## config.mk

```make
export PLATFORM = sky130hd
export DESIGN_NAME = key_accumulator
export DESIGN_NICKNAME = d
export VERILOG_FILES = /design/src/rtl/key_accumulator_pkg.sv /design/src/rtl/key_accumulator_sync.sv /design/src/rtl/key_accumulator.sv
export SDC_FILE = /design/constraint.sdc
export NUM_CORES = 1
export LEC_CHECK = 0
export BUFFER_PORTS_ARGS = -buffer_cell sky130_fd_sc_hd__buf_2
export CAP_MARGIN = 10
export CORE_ASPECT_RATIO = 1.1
export CORE_MARGIN = 2
export CORE_UTILIZATION = 30
export DETAILED_ROUTE_END_ITERATION = 10
export GPL_ROUTABILITY_DRIVEN = 0
export HOLD_SLACK_MARGIN = 0.08
export PLACE_DENSITY = 0.49
export SLEW_MARGIN = 20
export SYNTH_ARGS = -nofsm -noshare
export SYNTH_HDL_FRONTEND = slang
export SYNTH_HIERARCHICAL = 1
export SYNTH_SLANG_ARGS = --single-unit
```

## constraint.sdc

```tcl
create_clock -name clk -period 13.1 [get_ports clk]
set_input_delay 2.62 -clock clk [delete_from_list [all_inputs] [get_ports clk]]
set_output_delay 2.62 -clock clk [all_outputs]
set_load 0.05 [all_outputs]
```

## src/rtl/key_accumulator_pkg.sv

```systemverilog
// Shared types and default bounds for the key accumulator and its display stage.
package key_accumulator_pkg;

  typedef enum logic [1:0] {
    IDLE     = 2'd0,
    DEBOUNCE = 2'd1,
    APPLY    = 2'd2,
    WAIT_REL = 2'd3
  } state_e;

  typedef enum logic [1:0] {
    OP_ADD = 2'd0,
    OP_SUB = 2'd1,
    OP_CLR = 2'd2
  } op_e;

  // Displayable range on four digits: a minus sign consumes one digit.
  localparam int          DISP_MAX_VAL            = 9999;
  localparam int          DISP_MIN_VAL            = -999;
  localparam int unsigned DEFAULT_DEBOUNCE_CYCLES = 500000;

  // Arithmetic width wide enough that add/sub of a 32-bit total never wraps.
  localparam int unsigned ACC_W = 34;

  // Pressed mask (1 = pressed) to operation, priority clear > sub > add.
  function automatic op_e pick_op(input logic [2:0] pressed);
    op_e op;
    if (pressed[2])      op = OP_CLR;
    else if (pressed[1]) op = OP_SUB;
    else                 op = OP_ADD;
    return op;
  endfunction

endpackage

```

## src/rtl/key_accumulator_sync.sv

```systemverilog
// key_sync: parameterized-width 2-flop synchronizer for asynchronous inputs.
//   clk, rst : clock, synchronous active-high reset (loads RST_VAL)
//   d_i      : asynchronous input
//   q_o      : synchronized output, 2 cycles of latency
module key_sync #(
  parameter int unsigned      WIDTH   = 1,
  parameter logic [WIDTH-1:0] RST_VAL = '0
) (
  input  logic             clk,
  input  logic             rst,
  input  logic [WIDTH-1:0] d_i,
  output logic [WIDTH-1:0] q_o
);

  logic [WIDTH-1:0] meta_q;
  logic [WIDTH-1:0] sync_q;

  always_ff @(posedge clk) begin
    if (rst) begin
      meta_q <= RST_VAL;
      sync_q <= RST_VAL;
    end else begin
      meta_q <= d_i;
      sync_q <= meta_q;
    end
  end

  assign q_o = sync_q;

endmodule

```

## src/rtl/key_accumulator.sv

```systemverilog
// key_accumulator: debounced pushbutton add/sub/clear of a switch operand into
// a signed running total saturated to MIN_VAL..MAX_VAL.
//   clk, rst : clock, synchronous active-high reset
//   KEY_n    : raw active-low keys, [0] add, [1] sub, [2] clear
//   SW_In    : raw unsigned operand
//   DIG_Out  : signed running total
//   Upd_Out  : one-cycle pulse when a new DIG_Out becomes visible
//   Sat_Out  : sticky clamp flag, cleared by clear or rst
module key_accumulator
  import key_accumulator_pkg::*;
#(
  parameter int unsigned DEBOUNCE_CYCLES = DEFAULT_DEBOUNCE_CYCLES,
  parameter int          MAX_VAL         = DISP_MAX_VAL,
  parameter int          MIN_VAL         = DISP_MIN_VAL
) (
  input  logic               clk,
  input  logic               rst,
  input  logic [2:0]         KEY_n,
  input  logic [7:0]         SW_In,
  output logic signed [31:0] DIG_Out,
  output logic               Upd_Out,
  output logic               Sat_Out
);

  localparam int unsigned CNT_W = (DEBOUNCE_CYCLES > 1) ? $clog2(DEBOUNCE_CYCLES) : 1;
  localparam logic [CNT_W-1:0]        CNT_MAX = CNT_W'(DEBOUNCE_CYCLES - 1);
  localparam logic signed [ACC_W-1:0] MAX_ACC = ACC_W'(MAX_VAL);
  localparam logic signed [ACC_W-1:0] MIN_ACC = ACC_W'(MIN_VAL);

  logic [2:0] key_s;
  logic [7:0] sw_s;
  logic [2:0] pressed;
  logic       any_pressed;
  logic       latched_pressed;

  state_e state_q, state_d;
  logic [CNT_W-1:0] cnt_q, cnt_d;
  op_e op_q, op_d;
  logic signed [31:0] dig_q, dig_d;
  logic sat_q, sat_d;
  logic upd_q, upd_d;

  logic signed [ACC_W-1:0] acc_ext;
  logic signed [ACC_W-1:0] sw_ext;
  logic signed [ACC_W-1:0] result;

  // Keys reset to released so nothing looks pressed while the synchronizer refills.
  key_sync #(.WIDTH(3), .RST_VAL(3'b111)) u_key_sync (
    .clk (clk),
    .rst (rst),
    .d_i (KEY_n),
    .q_o (key_s)
  );

  key_sync #(.WIDTH(8), .RST_VAL(8'h00)) u_sw_sync (
    .clk (clk),
    .rst (rst),
    .d_i (SW_In),
    .q_o (sw_s)
  );

  assign pressed     = ~key_s;
  assign any_pressed = |pressed;

  // Debounce tracks only the key that was latched on entry.
  always_comb begin
    case (op_q)
      OP_ADD:  latched_pressed = pressed[0];
      OP_SUB:  latched_pressed = pressed[1];
      default: latched_pressed = pressed[2];
    endcase
  end

  // State register and all registered outputs.
  always_ff @(posedge clk) begin
    if (rst) begin
      state_q <= WAIT_REL;
      cnt_q   <= CNT_MAX;
      op_q    <= OP_ADD;
      dig_q   <= '0;
      sat_q   <= 1'b0;
      upd_q   <= 1'b0;
    end else begin
      state_q <= state_d;
      cnt_q   <= cnt_d;
      op_q    <= op_d;
      dig_q   <= dig_d;
      sat_q   <= sat_d;
      upd_q   <= upd_d;
    end
  end

  // Next-state: press latch, debounce count, release wait.
  always_comb begin
    state_d = state_q;
    cnt_d   = cnt_q;
    op_d    = op_q;
    case (state_q)
      IDLE: begin
        if (any_pressed) begin
          op_d    = pick_op(pressed);
          cnt_d   = CNT_MAX;
          state_d = DEBOUNCE;
        end
      end
      DEBOUNCE: begin
        if (!latched_pressed)   state_d = IDLE;
        else if (cnt_q == '0)   state_d = APPLY;
        else                    cnt_d   = cnt_q - CNT_W'(1);
      end
      APPLY: begin
        cnt_d   = CNT_MAX;
        state_d = WAIT_REL;
      end
      WAIT_REL: begin
        // Any key activity restarts the release window.
        if (any_pressed)        cnt_d   = CNT_MAX;
        else if (cnt_q == '0)   state_d = IDLE;
        else                    cnt_d   = cnt_q - CNT_W'(1);
      end
      default: state_d = WAIT_REL;
    endcase
  end

  // Output: saturating arithmetic applied in the single APPLY cycle.
  always_comb begin
    dig_d   = dig_q;
    sat_d   = sat_q;
    upd_d   = 1'b0;
    acc_ext = ACC_W'(dig_q);
    sw_ext  = ACC_W'(sw_s);
    result  = (op_q == OP_SUB) ? (acc_ext - sw_ext) : (acc_ext + sw_ext);
    if (state_q == APPLY) begin
      upd_d = 1'b1;
      if (op_q == OP_CLR) begin
        dig_d = '0;
        sat_d = 1'b0;
      end else if (result > MAX_ACC) begin
        dig_d = 32'(MAX_VAL);
        sat_d = 1'b1;
      end else if (result < MIN_ACC) begin
        dig_d = 32'(MIN_VAL);
        sat_d = 1'b1;
      end else begin
        dig_d = 32'(result);
      end
    end
  end

  assign DIG_Out = dig_q;
  assign Upd_Out = upd_q;
  assign Sat_Out = sat_q;

endmodule

```

==> impl_metrics.ini <==
[status]
status = completed

[setup_path]
end_kind = flop
critical_path_class = reg -> reg
start_kind = flop
crit_arrival_ns = 5.26
path_max_fanout = 9
worst_ep_required_time_ns = 13.32

[detailed_routing]
finalWirelength_um = 17710
remaining_drc_errors = 0
vias_per_cell = 5.450
drt_iter0_drc = 387
routedWlPerCell_um = 17.21
detail-route-antenna-nets = 0
dr.pass1.iters = 5
vias = 5608

[cts]
h-tree-depth = 3
postCtsSetupBuffers = 0
cts_sinks = 79
cts_root_buffer = clkbuf_16
cts_resized = 0
cts_tree = yes
cts_buffers = 9
worstSkewPairLatency_ns = 0.34
cts_max_path_buffers = 2
clkSlewWorstSetupHoldPaths_ns = 0.06
postCtsHoldBufs = 0

[global_routing]
gr-total-overflow = 0
grtUsageTotal_pct = 17.15
grt_pass1_vias = 5183
antenna_found_initial = 0
grt_pass1_wl_um = 27700
grt_max_degree = 34

[power]
p_total_mw = 0.6408
power_density_nw_per_um2 = 97.02
p_leak_nw = 2.810
ir_drop_v = 0.00005866

[placed_design]
dpl.cell_count = 1013
portBuffers = 46
post-dp-hpwl_um = 13950

[synth]
async_reset_ff_share_pct = 0
synth_enable_flop_cells = 0
synth.largest_area_cell = dfxtp_1
synth.top_cell.area_share_pct = 26.86
synth_cells = 751
synth_seq_area_share_pct = 26.86
netlist_area_um2 = 5888
ys_warn_count = 6
yosys.cell_types.count = 89
synth_fp_nets = 801
ys_ff_latch = 79
syn_area_per_cell_um2 = 7.840
synthFlopType = dfxtp_1
yosys-top-cells-area = dfxtp_1 (27%), ha_1 (7.6%), nand2_1 (6.7%)

[timing]
worst_pin_slew_ns = 0.9052
hold_viol_final = 0
finClkSkew_ns = 0.01177
finalSetupTns_ns = 0
setup_viol = 0
slew-limit-headroom_pct = 39.02
fmax_mhz = 198.4
period_share_pct = 38.47
finalCriticalPeriod_ns = 5.040
finalMaxSlewViolations = 0
rsz0062_at_grt = false
whs_ns = 0.4052

[cells_and_area]
antenna_cells = 0
area_delta_synth_final_pct = 12.18
layout_common_cells = nand2_1 (105), dfxtp_1 (79), nor2_1 (54)
fin_nets = 827
fin_cells = 1029
nFillCells = 2001
drive_gt1_share_pct = 14.58
final_common_cell = nand2_1

[floorplan]
core_um2 = 19160
row_count = 53
die_h_um = 150.9
ios = 47
die_w_um = 137.6
start_util_pct = 30.72
dieArea_um2 = 20760

[job]
maxCapViolCount = 0

[hold_path]
hold_path.class = reg -> reg
## layout make-up
cell class	count	area (um^2)	share of cell area (%)
clock inverter	6	66.31	1.004
clock buffer	10	239.0	3.618
sequential	79	1582	23.94
inverter	15	56.30	0.8524
timing repair buffer	51	267.8	4.054
tap	247	309.0	4.679
multi-input combinational	621	4085	61.85
## cells by family after synthesis
kind of cell,count (synthesis),share of synthesized area (%)
AND/OR/NAND/NOR,317,27.75
XOR/XNOR,29,4.314
multiplexers,5,0.8500
buffers and inverters,51,3.931
flip-flops,79,26.86
adder cells (fa/ha/maj),37,7.990
AO/OA/AOI/OAI,233,28.30
## worst paths after layout
path                                           start           endpoint  slack [ns]  depth (start not counted)
worst max-delay path                u_sw_sync/q_o[3]         DIG_Out[8]        8.06                         16
worst min-delay path            u_key_sync/meta_q[2]  u_key_sync/q_o[2]        0.41                          1
worst max register to register      u_sw_sync/q_o[3]         DIG_Out[8]        8.06                         16
worst min register to register  u_key_sync/meta_q[2]  u_key_sync/q_o[2]        0.41                          1
## state kept, by name, summed over array words and instances, names as in the netlist, named ones only
| register | count |
|---|---|
| op_q | 2 |
| DIG_Out | 32 |
| Sat_Out | 1 |
| state_q | 1 |
| u_key_sync/meta_q | 3 |
| u_key_sync/q_o | 3 |
| u_sw_sync/q_o | 8 |
| cnt_q | 19 |
| Upd_Out | 1 |
| u_sw_sync/meta_q | 8 |
## synth_stat cells, types with 10 or more instances
cell type	instances
a21o_1	14
a21oi_1	45
buf_2	14
clkbuf_1	18
dfxtp_1	79
ha_1	36
inv_1	15
nand2_1	105
nand3_1	22
nand4_1	11
nor2_1	55
nor2b_1	10
nor3_1	22
o211ai_1	18
o21a_1	11
o21ai_0	36
or3_1	12
xnor2_1	16
xor2_1	13
## report_power, final
part | internal [mW] | total, mW | switching [mW]
Sequential | 0.244 | 0.246 | 0.00222
Clock | 0.154 | 0.255 | 0.101
Combinational | 0.0504 | 0.140 | 0.0891
## routing by layer
metal  part of all wire [%]  global-route usage [%]
met5                      0                       0
met4                    1.9                   5.825
met3                    4.0                   2.376
met2                     47                   27.69
met1                     47                   23.40
## metrics by stage
| stage | util [%] | area, um^2 | setup slack (ns) |
|---|---|---|---|
| detailed placement | 32.87 | 6300 | 8.191 |
| global route | 34.47 | 6605 | 7.665 |
| floorplan | - | 5888 | 9.006 |
| global placement | 32.87 | 6300 | 8.198 |
| CTS | 34.47 | 6605 | 8.140 |
| finish | 34.47 | 6605 | 8.060 |
## critical path: stages (launching register included)
cell      delay, ns
dfxtp_1        0.33
nor3_1         0.26
nand2b_1       0.17
nor4_1         0.57
ha_1           0.36
mux2i_1        0.25
ha_1           0.39
a21o_1         0.23
a31oi_1        0.24
o211ai_1       0.25
o211ai_2       0.37
mux2i_1        0.33
o22ai_1        0.16
nor4_1         0.29
a41oi_1        0.36
a21boi_0       0.29
o21ai_1        0.07
Power figures use the tool's default switching activity.
